File: config.mk
export PLATFORM = sky130hd
export DESIGN_NAME = usb2_ep_in_arb_flat
export DESIGN_NICKNAME = d
export VERILOG_FILES = /design/src/rtl/usb2_ep_in_arb_if.sv /design/src/rtl/usb2_ep_in_arb.sv /design/src/flat_wrapper.sv
export SDC_FILE = /design/constraint.sdc
export NUM_CORES = 1
export LEC_CHECK = 0
export CAP_MARGIN = 5
export CORE_AREA = 5 5 63 80
export CTS_CLUSTER_DIAMETER = 150
export DETAILED_ROUTE_END_ITERATION = 8
export DIE_AREA = 0 0 68 85
export GPL_TIMING_DRIVEN = 1
export PLACE_DENSITY = 0.65
export SYNTH_ARGS = -nofsm -noshare
export SYNTH_HDL_FRONTEND = slang
export SYNTH_SLANG_ARGS = --single-unit
File: constraint.sdc
create_clock -name ext_clk -period 4.4 [get_ports ext_clk]
set_input_delay 0.66 -clock ext_clk [delete_from_list [all_inputs] [get_ports ext_clk]]
set_output_delay 0.66 -clock ext_clk [all_outputs]
set_load 0.01 [all_outputs]
File: src/rtl/usb2_ep_in_arb_if.sv
// usb2_ep_in_arb_if: commit handshake between the IN-endpoint arbiter and
// the protocol-layer IN buffer.
//   master : arbiter side (drives the commit request and its length)
//   slave  : protocol-layer side (drives ready and acknowledge)
interface usb2_ep_in_arb_if #(
   parameter int LEN_W = 10
);
   logic             buf_in_ready;
   logic             buf_in_commit;
   logic [LEN_W-1:0] buf_in_commit_len;
   logic             buf_in_commit_ack;

   modport master (
      input  buf_in_ready,
      input  buf_in_commit_ack,
      output buf_in_commit,
      output buf_in_commit_len
   );

   modport slave (
      output buf_in_ready,
      output buf_in_commit_ack,
      input  buf_in_commit,
      input  buf_in_commit_len
   );
endinterface

File: src/rtl/usb2_ep_in_arb.sv
// usb2_ep_in_arb: round-robin arbiter that lets NUM_CH IN-endpoint channels
// share one protocol-layer IN buffer. A grant latches the channel index and
// its length, holds the commit request until acknowledged, then spends one
// RELEASE cycle so that a requester's stale commit level is never regranted.
//
// Optional feature: define USB2_ARB_TIMEOUT_EN to add an ack watchdog that
// abandons a commit after TIMEOUT_CYCLES unacknowledged ISSUE cycles and
// pulses err_timeout. Without it, ISSUE waits indefinitely.
module usb2_ep_in_arb #(
   parameter  int NUM_CH         = 4,
   parameter  int LEN_W          = 10,
   parameter  int TIMEOUT_CYCLES = 4096,
   localparam int SEL_W          = $clog2(NUM_CH)
) (
   input  logic                    ext_clk,
   input  logic                    reset,
   input  logic [NUM_CH-1:0]       ch_commit,
   input  logic [NUM_CH*LEN_W-1:0] ch_commit_len,
   output logic [NUM_CH-1:0]       ch_commit_ack,
   usb2_ep_in_arb_if.master        buf_if,
   output logic [SEL_W-1:0]        arb_sel,
   output logic                    arb_busy,
   output logic                    err_timeout
);

   typedef enum logic [1:0] {
      IDLE    = 2'd0,
      ISSUE   = 2'd1,
      RELEASE = 2'd2
   } state_e;

   state_e              state_q, state_d;
   logic [SEL_W-1:0]    last_grant_q, last_grant_d;
   logic [SEL_W-1:0]    sel_q, sel_d;
   logic [LEN_W-1:0]    len_q, len_d;
   logic [NUM_CH-1:0]   ack_q, ack_d;
   logic [SEL_W-1:0]    grant_idx;
   logic [SEL_W-1:0]    scan_idx;

`ifdef USB2_ARB_TIMEOUT_EN
   localparam int CNT_W = $clog2(TIMEOUT_CYCLES + 1);
   logic [CNT_W-1:0]    cnt_q, cnt_d;
   logic                err_q, err_d;
`endif

   // Round-robin pick: first requester found searching upward from last_grant+1.
   always_comb begin
      // NOTE: every variable written here gets a default first, so no path
      // leaves it unassigned and no latch is inferred.
      grant_idx = last_grant_q;
      scan_idx  = '0;
      // Scan from farthest to nearest so the nearest requester is written last.
      for (int i = NUM_CH; i >= 1; i--) begin
         scan_idx = SEL_W'((int'(last_grant_q) + i) % NUM_CH);
         if (ch_commit[scan_idx]) begin
            grant_idx = scan_idx;
         end
      end
   end

   // Next-state and registered-output computation for the IDLE/ISSUE/RELEASE FSM.
   always_comb begin
      state_d      = state_q;
      last_grant_d = last_grant_q;
      sel_d        = sel_q;
      len_d        = len_q;
      ack_d        = '0;
`ifdef USB2_ARB_TIMEOUT_EN
      cnt_d        = cnt_q;
      err_d        = 1'b0;
`endif
      unique case (state_q)
         IDLE: begin
            if (buf_if.buf_in_ready && (|ch_commit)) begin
               state_d = ISSUE;
               sel_d   = grant_idx;
               len_d   = ch_commit_len[grant_idx*LEN_W +: LEN_W];
`ifdef USB2_ARB_TIMEOUT_EN
               cnt_d   = '0;
`endif
            end
         end
         ISSUE: begin
            // An ack on the watchdog's final cycle still completes normally.
            if (buf_if.buf_in_commit_ack) begin
               ack_d[sel_q] = 1'b1;
               state_d      = RELEASE;
            end
`ifdef USB2_ARB_TIMEOUT_EN
            else if (cnt_q == CNT_W'(TIMEOUT_CYCLES - 1)) begin
               err_d   = 1'b1;
               state_d = RELEASE;
            end else begin
               cnt_d = cnt_q + 1'b1;
            end
`endif
         end
         RELEASE: begin
            last_grant_d = sel_q;
            state_d      = IDLE;
         end
         default: begin
            state_d = IDLE;
         end
      endcase
   end

   // State and output registers with synchronous active-high reset.
   always_ff @(posedge ext_clk) begin
      // NOTE: sequential state uses non-blocking assignments so every flop
      // samples the pre-edge values regardless of statement order.
      if (reset) begin
         state_q      <= IDLE;
         last_grant_q <= SEL_W'(NUM_CH - 1);
         sel_q        <= '0;
         len_q        <= '0;
         ack_q        <= '0;
`ifdef USB2_ARB_TIMEOUT_EN
         cnt_q        <= '0;
         err_q        <= 1'b0;
`endif
      end else begin
         state_q      <= state_d;
         last_grant_q <= last_grant_d;
         sel_q        <= sel_d;
         len_q        <= len_d;
         ack_q        <= ack_d;
`ifdef USB2_ARB_TIMEOUT_EN
         cnt_q        <= cnt_d;
         err_q        <= err_d;
`endif
      end
   end

   assign buf_if.buf_in_commit     = (state_q == ISSUE);
   assign buf_if.buf_in_commit_len = len_q;
   assign arb_sel                  = sel_q;
   assign arb_busy                 = (state_q != IDLE);
   assign ch_commit_ack            = ack_q;
`ifdef USB2_ARB_TIMEOUT_EN
   assign err_timeout              = err_q;
`else
   assign err_timeout              = 1'b0;
`endif

endmodule

File: src/flat_wrapper.sv
// flat-port wrapper written by rule: the top's interface ports become plain ports
module usb2_ep_in_arb_flat 
#(
   parameter  int NUM_CH         = 4,
   parameter  int LEN_W          = 10,
   parameter  int TIMEOUT_CYCLES = 4096,
   localparam int SEL_W          = $clog2(NUM_CH)
)
  (ext_clk, reset, ch_commit, ch_commit_len, ch_commit_ack, arb_sel, arb_busy, err_timeout, buf_if_buf_in_ready, buf_if_buf_in_commit_ack, buf_if_buf_in_commit, buf_if_buf_in_commit_len);
  usb2_ep_in_arb_if #(.LEN_W(LEN_W)) buf_if_i ();
  input  logic ext_clk;
  input  logic reset;
  input  logic [NUM_CH-1:0] ch_commit;
  input  logic [NUM_CH*LEN_W-1:0] ch_commit_len;
  output logic [NUM_CH-1:0] ch_commit_ack;
  output logic [SEL_W-1:0] arb_sel;
  output logic arb_busy;
  output logic err_timeout;
  input wire logic [$bits(buf_if_i.buf_in_ready)-1:0] buf_if_buf_in_ready;
  input wire logic [$bits(buf_if_i.buf_in_commit_ack)-1:0] buf_if_buf_in_commit_ack;
  output wire logic [$bits(buf_if_i.buf_in_commit)-1:0] buf_if_buf_in_commit;
  output wire logic [$bits(buf_if_i.buf_in_commit_len)-1:0] buf_if_buf_in_commit_len;
  assign buf_if_i.buf_in_ready = buf_if_buf_in_ready;
  assign buf_if_i.buf_in_commit_ack = buf_if_buf_in_commit_ack;
  assign buf_if_buf_in_commit = buf_if_i.buf_in_commit;
  assign buf_if_buf_in_commit_len = buf_if_i.buf_in_commit_len;
  usb2_ep_in_arb #(.NUM_CH(NUM_CH), .LEN_W(LEN_W), .TIMEOUT_CYCLES(TIMEOUT_CYCLES)) u_core (.ext_clk(ext_clk), .reset(reset), .ch_commit(ch_commit), .ch_commit_len(ch_commit_len), .ch_commit_ack(ch_commit_ack), .buf_if(buf_if_i), .arb_sel(arb_sel), .arb_busy(arb_busy), .err_timeout(err_timeout));
endmodule
### After elaboration in Yosys (flattened, before gate mapping)

Cells that the tools add are included.

* multiplexer cells: 17
* shifts and indexed selects: 1
* eq/ne operators: 4
* reductions and logical operators: 8
* add/sub/neg operators: 4
* multiply operators: 1
* magnitude comparators: 6
* bitwise operators: 2

Operator list (count)
* $shiftx 40x7->10: 1
* $lt 2x3->1 const B: 5
* $mux 2: 6
* $bmux 1 s2: 4
* $mul 2x3->5 const B: 1
* $mux 1: 5
* $add 2x1->2 const B: 2
* $add 2x2->2 const B: 2
* $pmux 2 s2: 1
* $reduce_and 2->1: 2
* $reduce_or 4->1: 1
* $reduce_or 3->1: 1
* $demux 1 s2: 1
* $eq 2x1->1 const B: 1
* $eq 2x2->1 const B: 1
* $ge 2x1->1 const B: 1
* $logic_and 1x1->1: 2
* $logic_not 2->1: 1
* $ne 2x1->1 const B: 1
* $ne 2x2->1 const B: 1
* $not 1->1: 2
* $reduce_bool 2->1: 1

* bits in registers: 20
* logic and storage cells: 48
* output and inout bits: 19
* bits of input ports: 48

### Logic depth before layout (Yosys ltp)

* depth after elaboration: 9
* depth in mapped cells: 6
* mapped depth without buffers: 5

### Least setup slack after synthesis

Ideal clock, no wire load.

* path type: input port to flip-flop
* from: input port ch_commit[3]
* to: register u_core.len_q[5], in the netlist u_core.buf_if.buf_in_commit_len[5]
* setup slack: 2.234 ns
* buffers on the path: 1
* data required time: 4.266 ns
* stages: 6
* arrival: 2.032 ns
* setup time: 0.134 ns
* cells stage by stage: or4_4 nand4b_2 o21bai_4 buf_8 nor3_2 or4b_1

* word-level cells in the longest chain between the ends: 8
* elaborated cells between the ends (all ways): 17
* those cells by class: 1 x mul; 1 x shift; 12 x mux; 3 x reduce/logical

Ends and longest elaborated chain
* start: declaration: line flat_wrapper.sv:13 `input logic [NUM_CH-1:0] ch_commit;`
* $bmux 1 s2: line usb2_ep_in_arb.sv:55 `if (ch_commit[scan_idx]) begin`
* $mux 1 (implied by the code): line usb2_ep_in_arb.sv:55
* $mux 2 (4 in series): line usb2_ep_in_arb.sv:55
* $mul 2x3->5: line usb2_ep_in_arb.sv:77 `len_d = ch_commit_len[grant_idx*LEN_W +: LEN_W];`
* $shiftx 40x7->10: line usb2_ep_in_arb.sv:77
* end signal: assignment: line usb2_ep_in_arb.sv:126 `len_q <= len_d;`
* end: declaration: line usb2_ep_in_arb.sv:35 `logic [LEN_W-1:0] len_q, len_d;`

Several ways; a longest one is shown, not always the timed one. The select of a mux whose other input is x is not followed.
A chain may end at the register's enable or synchronous reset.

### Final worst setup path

* from: input port ch_commit[0]
* to: register u_core.len_q[5], in the netlist u_core.buf_if.buf_in_commit_len[5]

Same word-level chain as after synthesis.

==> impl_metrics.json <==
{
  "cts-root-buf": "clkbuf_8",
  "hp-class": "reg2reg",
  "period_share": 0.6959,
  "slew_headroom": 0.2037,
  "wl_per_cell_um": 15.80,
  "setup_ws_ns": 1.338,
  "yosysMostFrequentCell": "dfxtp_1",
  "fp.dieArea_um2": 5780,
  "place_area_um2": 1876,
  "post_cts_buffers": 0,
  "clock_latency_ns": 0.26,
  "syn_avg_cell_area_um2": 8.487,
  "yosys.area.top_type": "dfxtp_1",
  "dpl.cell_count": 254,
  "max_freq_mhz": 326.6,
  "skew_ns": 0.002859,
  "crit_path_max_fanout": 11,
  "coreArea_um2": 4223,
  "tritoncts": "built",
  "hpwl_um": 3119,
  "fillCellCount": 426,
  "status": "finished, final reports clean",
  "fin_nets": 249,
  "period_minus_slack_ns": 3.062,
  "drive_above_1_share": 0.1100,
  "worst_ep_required_time_ns": 4.54,
  "cp-start-kind": "input pin",
  "crit_chain": "clkdlybuf4s50_1 > nand2b_1 > a21oi_1 > nor3_1 > nor3b_1 > or4b_1",
  "via_per_inst": 5.194,
  "via_count": 1340,
  "grt_remaining_overflow": 0,
  "track_usage": 0.1389,
  "slowest_stage": "nor3_1",
  "crit_type": "in2reg",
  "cp-end-kind": "register",
  "critPathMaxStageDelay_ns": 0.97,
  "critPathArrivalTime_ns": 3.20,
  "grt_max_degree": 20,
  "finalInstanceArea_um2": 1931,
  "first_pass_iters": 4,
  "synth_common_cells": "20 x dfxtp_1, 18 x nand3_1, 10 x nand4_1, 10 x o31ai_1",
  "r2r-start": "u_core.last_grant_q[1]",
  "seq_area_frac_synth": 0.3299,
  "synth.cell_area_um2": 1214,
  "ant_nets": 0,
  "synth_seq_cells": 20,
  "yosys_warnings": 0,
  "worst_slew_pin_slew_ns": 1.185,
  "synthArstFlopShare": 0,
  "drt_iter0_drc": 99,
  "reg2reg_to": "u_core.buf_if.buf_in_commit_len[5]",
  "grt_pass1_vias": 1276,
  "worst_path_dominant_cell_family": "simple AND/OR/NAND/NOR gates",
  "gp_congestion": 0.7935,
  "drc": 0,
  "ctsHoldBuffers": 0,
  "hold_viol": 0,
  "hold_start": "u_core.buf_if.buf_in_commit_len[8]",
  "synth_cell_types": 38,
  "leakagePower_nw": 0.7507,
  "start_util": 0.2874,
  "synthFlopType": "dfxtp_1",
  "hold-worst-slack_ns": 0.4917,
  "areaGrowthSynthToFinish_pct": 59.07,
  "die_width_um": 68,
  "numCtsBuffers": 3,
  "antenna_found_initial": 0,
  "synth_nets": 191,
  "synth_edf_count": 0,
  "drv_slew": 0,
  "hold_end": "u_core.buf_if.buf_in_commit_len[8]",
  "p_per_area_nw_per_um2": 251.8,
  "place_ws_ns": 1.097,
  "path_depth": 6,
  "port_buffers": 65,
  "tns_ns": 0,
  "ir_drop_mv": 0.1401,
  "cp_num_buf_inv": 1,
  "finalSetupViolCount": 0,
  "ff2ff_setup_slack_ns": 1.80,
  "final_cells": 258,
  "antenna_cells": 0,
  "maxCapViolations": 0,
  "h-tree-depth": 1,
  "cts-resized-gates": 0,
  "cts_buffer_depth": 2,
  "synth.area.top_cells": "dfxtp_1 33%, nand3_1 7.4%, a21o_2 6.5%",
  "hold_depth": 2,
  "die_y_um": 85,
  "ioPinCount": 67,
  "rsz0062_at_grt": "no",
  "numClockSinks": 20,
  "r2r_cells": 5,
  "synth_top_area_frac": 0.3299,
  "fp-row-count": 27,
  "path_clk_slew_ns": 0.07,
  "wirelength_um": 4076,
  "grt_pass1_wl_um": 6175,
  "postSynthCellCount": 143
}
-- sequential cells by signal (all words and copies together), names as in the netlist --
name,cells
u_core.buf_if.buf_in_commit_len,10
u_core.ch_commit_ack,4
u_core.arb_sel,2
u_core.last_grant_q,2
u_core.state_q,2
-- kinds of logic after synthesis --
logic type,after synthesis,share of synthesized area
flops,20,0.3299
mux,2,0.01650
simple gates,63,0.3186
buf+inv,17,0.06597
other cells,1,0.003090
compound gates,40,0.2660
-- cell usage in the layout, fill, tap and decap left out, drive strengths merged --
master / netlist / final
clkdlybuf4s50: 0 / 65
dfxtp: 20 / 20
nand3: 19 / 19
a21o: 11 / 11
nand4: 10 / 10
o31ai: 10 / 10
a32oi: 9 / 9
nor2: 7 / 7
nand2b: 6 / 6
inv: 5 / 5
nor3: 5 / 5
nand2: 4 / 4
clkbuf: 9 / 4
a21oi: 3 / 3
nand3b: 2 / 2
o21ai: 2 / 2
nor3b: 2 / 2
mux2i: 2 / 2
a21boi: 2 / 2
and3: 2 / 2
nor2b: 1 / 1
or2b: 1 / 1
and3b: 1 / 1
a31o: 1 / 1
or4: 1 / 1
nand4b: 1 / 1
o21bai: 1 / 1
or4b: 1 / 1
a211oi: 1 / 1
conb: 1 / 1
-- layer usage --
layer	vias to the layer above	routed length, um	global-route usage
met4	0	63	0.05425
met5	-	0	0
li1	658	-	-
met2	31	2100	0.2404
met3	5	183	0.02119
met1	646	1729	0.1667
-- worst max-delay path by stage --
stage	slack, ns	startpoint	end
final	1.34	ch_commit[0]	u_core.buf_if.buf_in_commit_len[5]
after global routing	1.18	ch_commit[1]	u_core.buf_if.buf_in_commit_len[5]
after CTS	1.35	ch_commit[0]	u_core.buf_if.buf_in_commit_len[5]
after detailed placement	1.10	ch_commit[0]	u_core.buf_if.buf_in_commit_len[5]
after global placement	1.18	ch_commit[0]	u_core.buf_if.buf_in_commit_len[5]
after floorplan	2.23	ch_commit[3]	u_core.buf_if.buf_in_commit_len[5]
-- final cells by class --
cell class	instances	area (um2)	area share
clock buffers	4	55.05	0.02852
multi-input cells	106	733.2	0.3798
flip-flops and latches	20	400.4	0.2074
well taps	58	72.57	0.03759
repair buffers	65	650.6	0.3370
inverters	5	18.77	0.009721
-- tightest hold or removal path, stage by stage (launching register included) --
cell     delay (ns)
dfxtp_1        0.33
a32oi_1        0.06
nand3_1        0.08
-- through the flow --
step	utilization	power (mW)
floorplan	-	0.2693
global placement	0.4441	0.3484
detailed placement	0.4441	0.3484
CTS	0.4572	0.4897
global route	0.4572	0.5127
finish	0.4572	0.4860
-- power by group --
part,internal [mW],total (mW),leakage [nW],switching (mW)
Combinational,0.0814,0.142,0.559,0.0607
Clock,0.0796,0.140,0.0288,0.0608
Sequential,0.194,0.203,0.163,0.00964
Note: power is estimated with default switching activity, not from simulation.
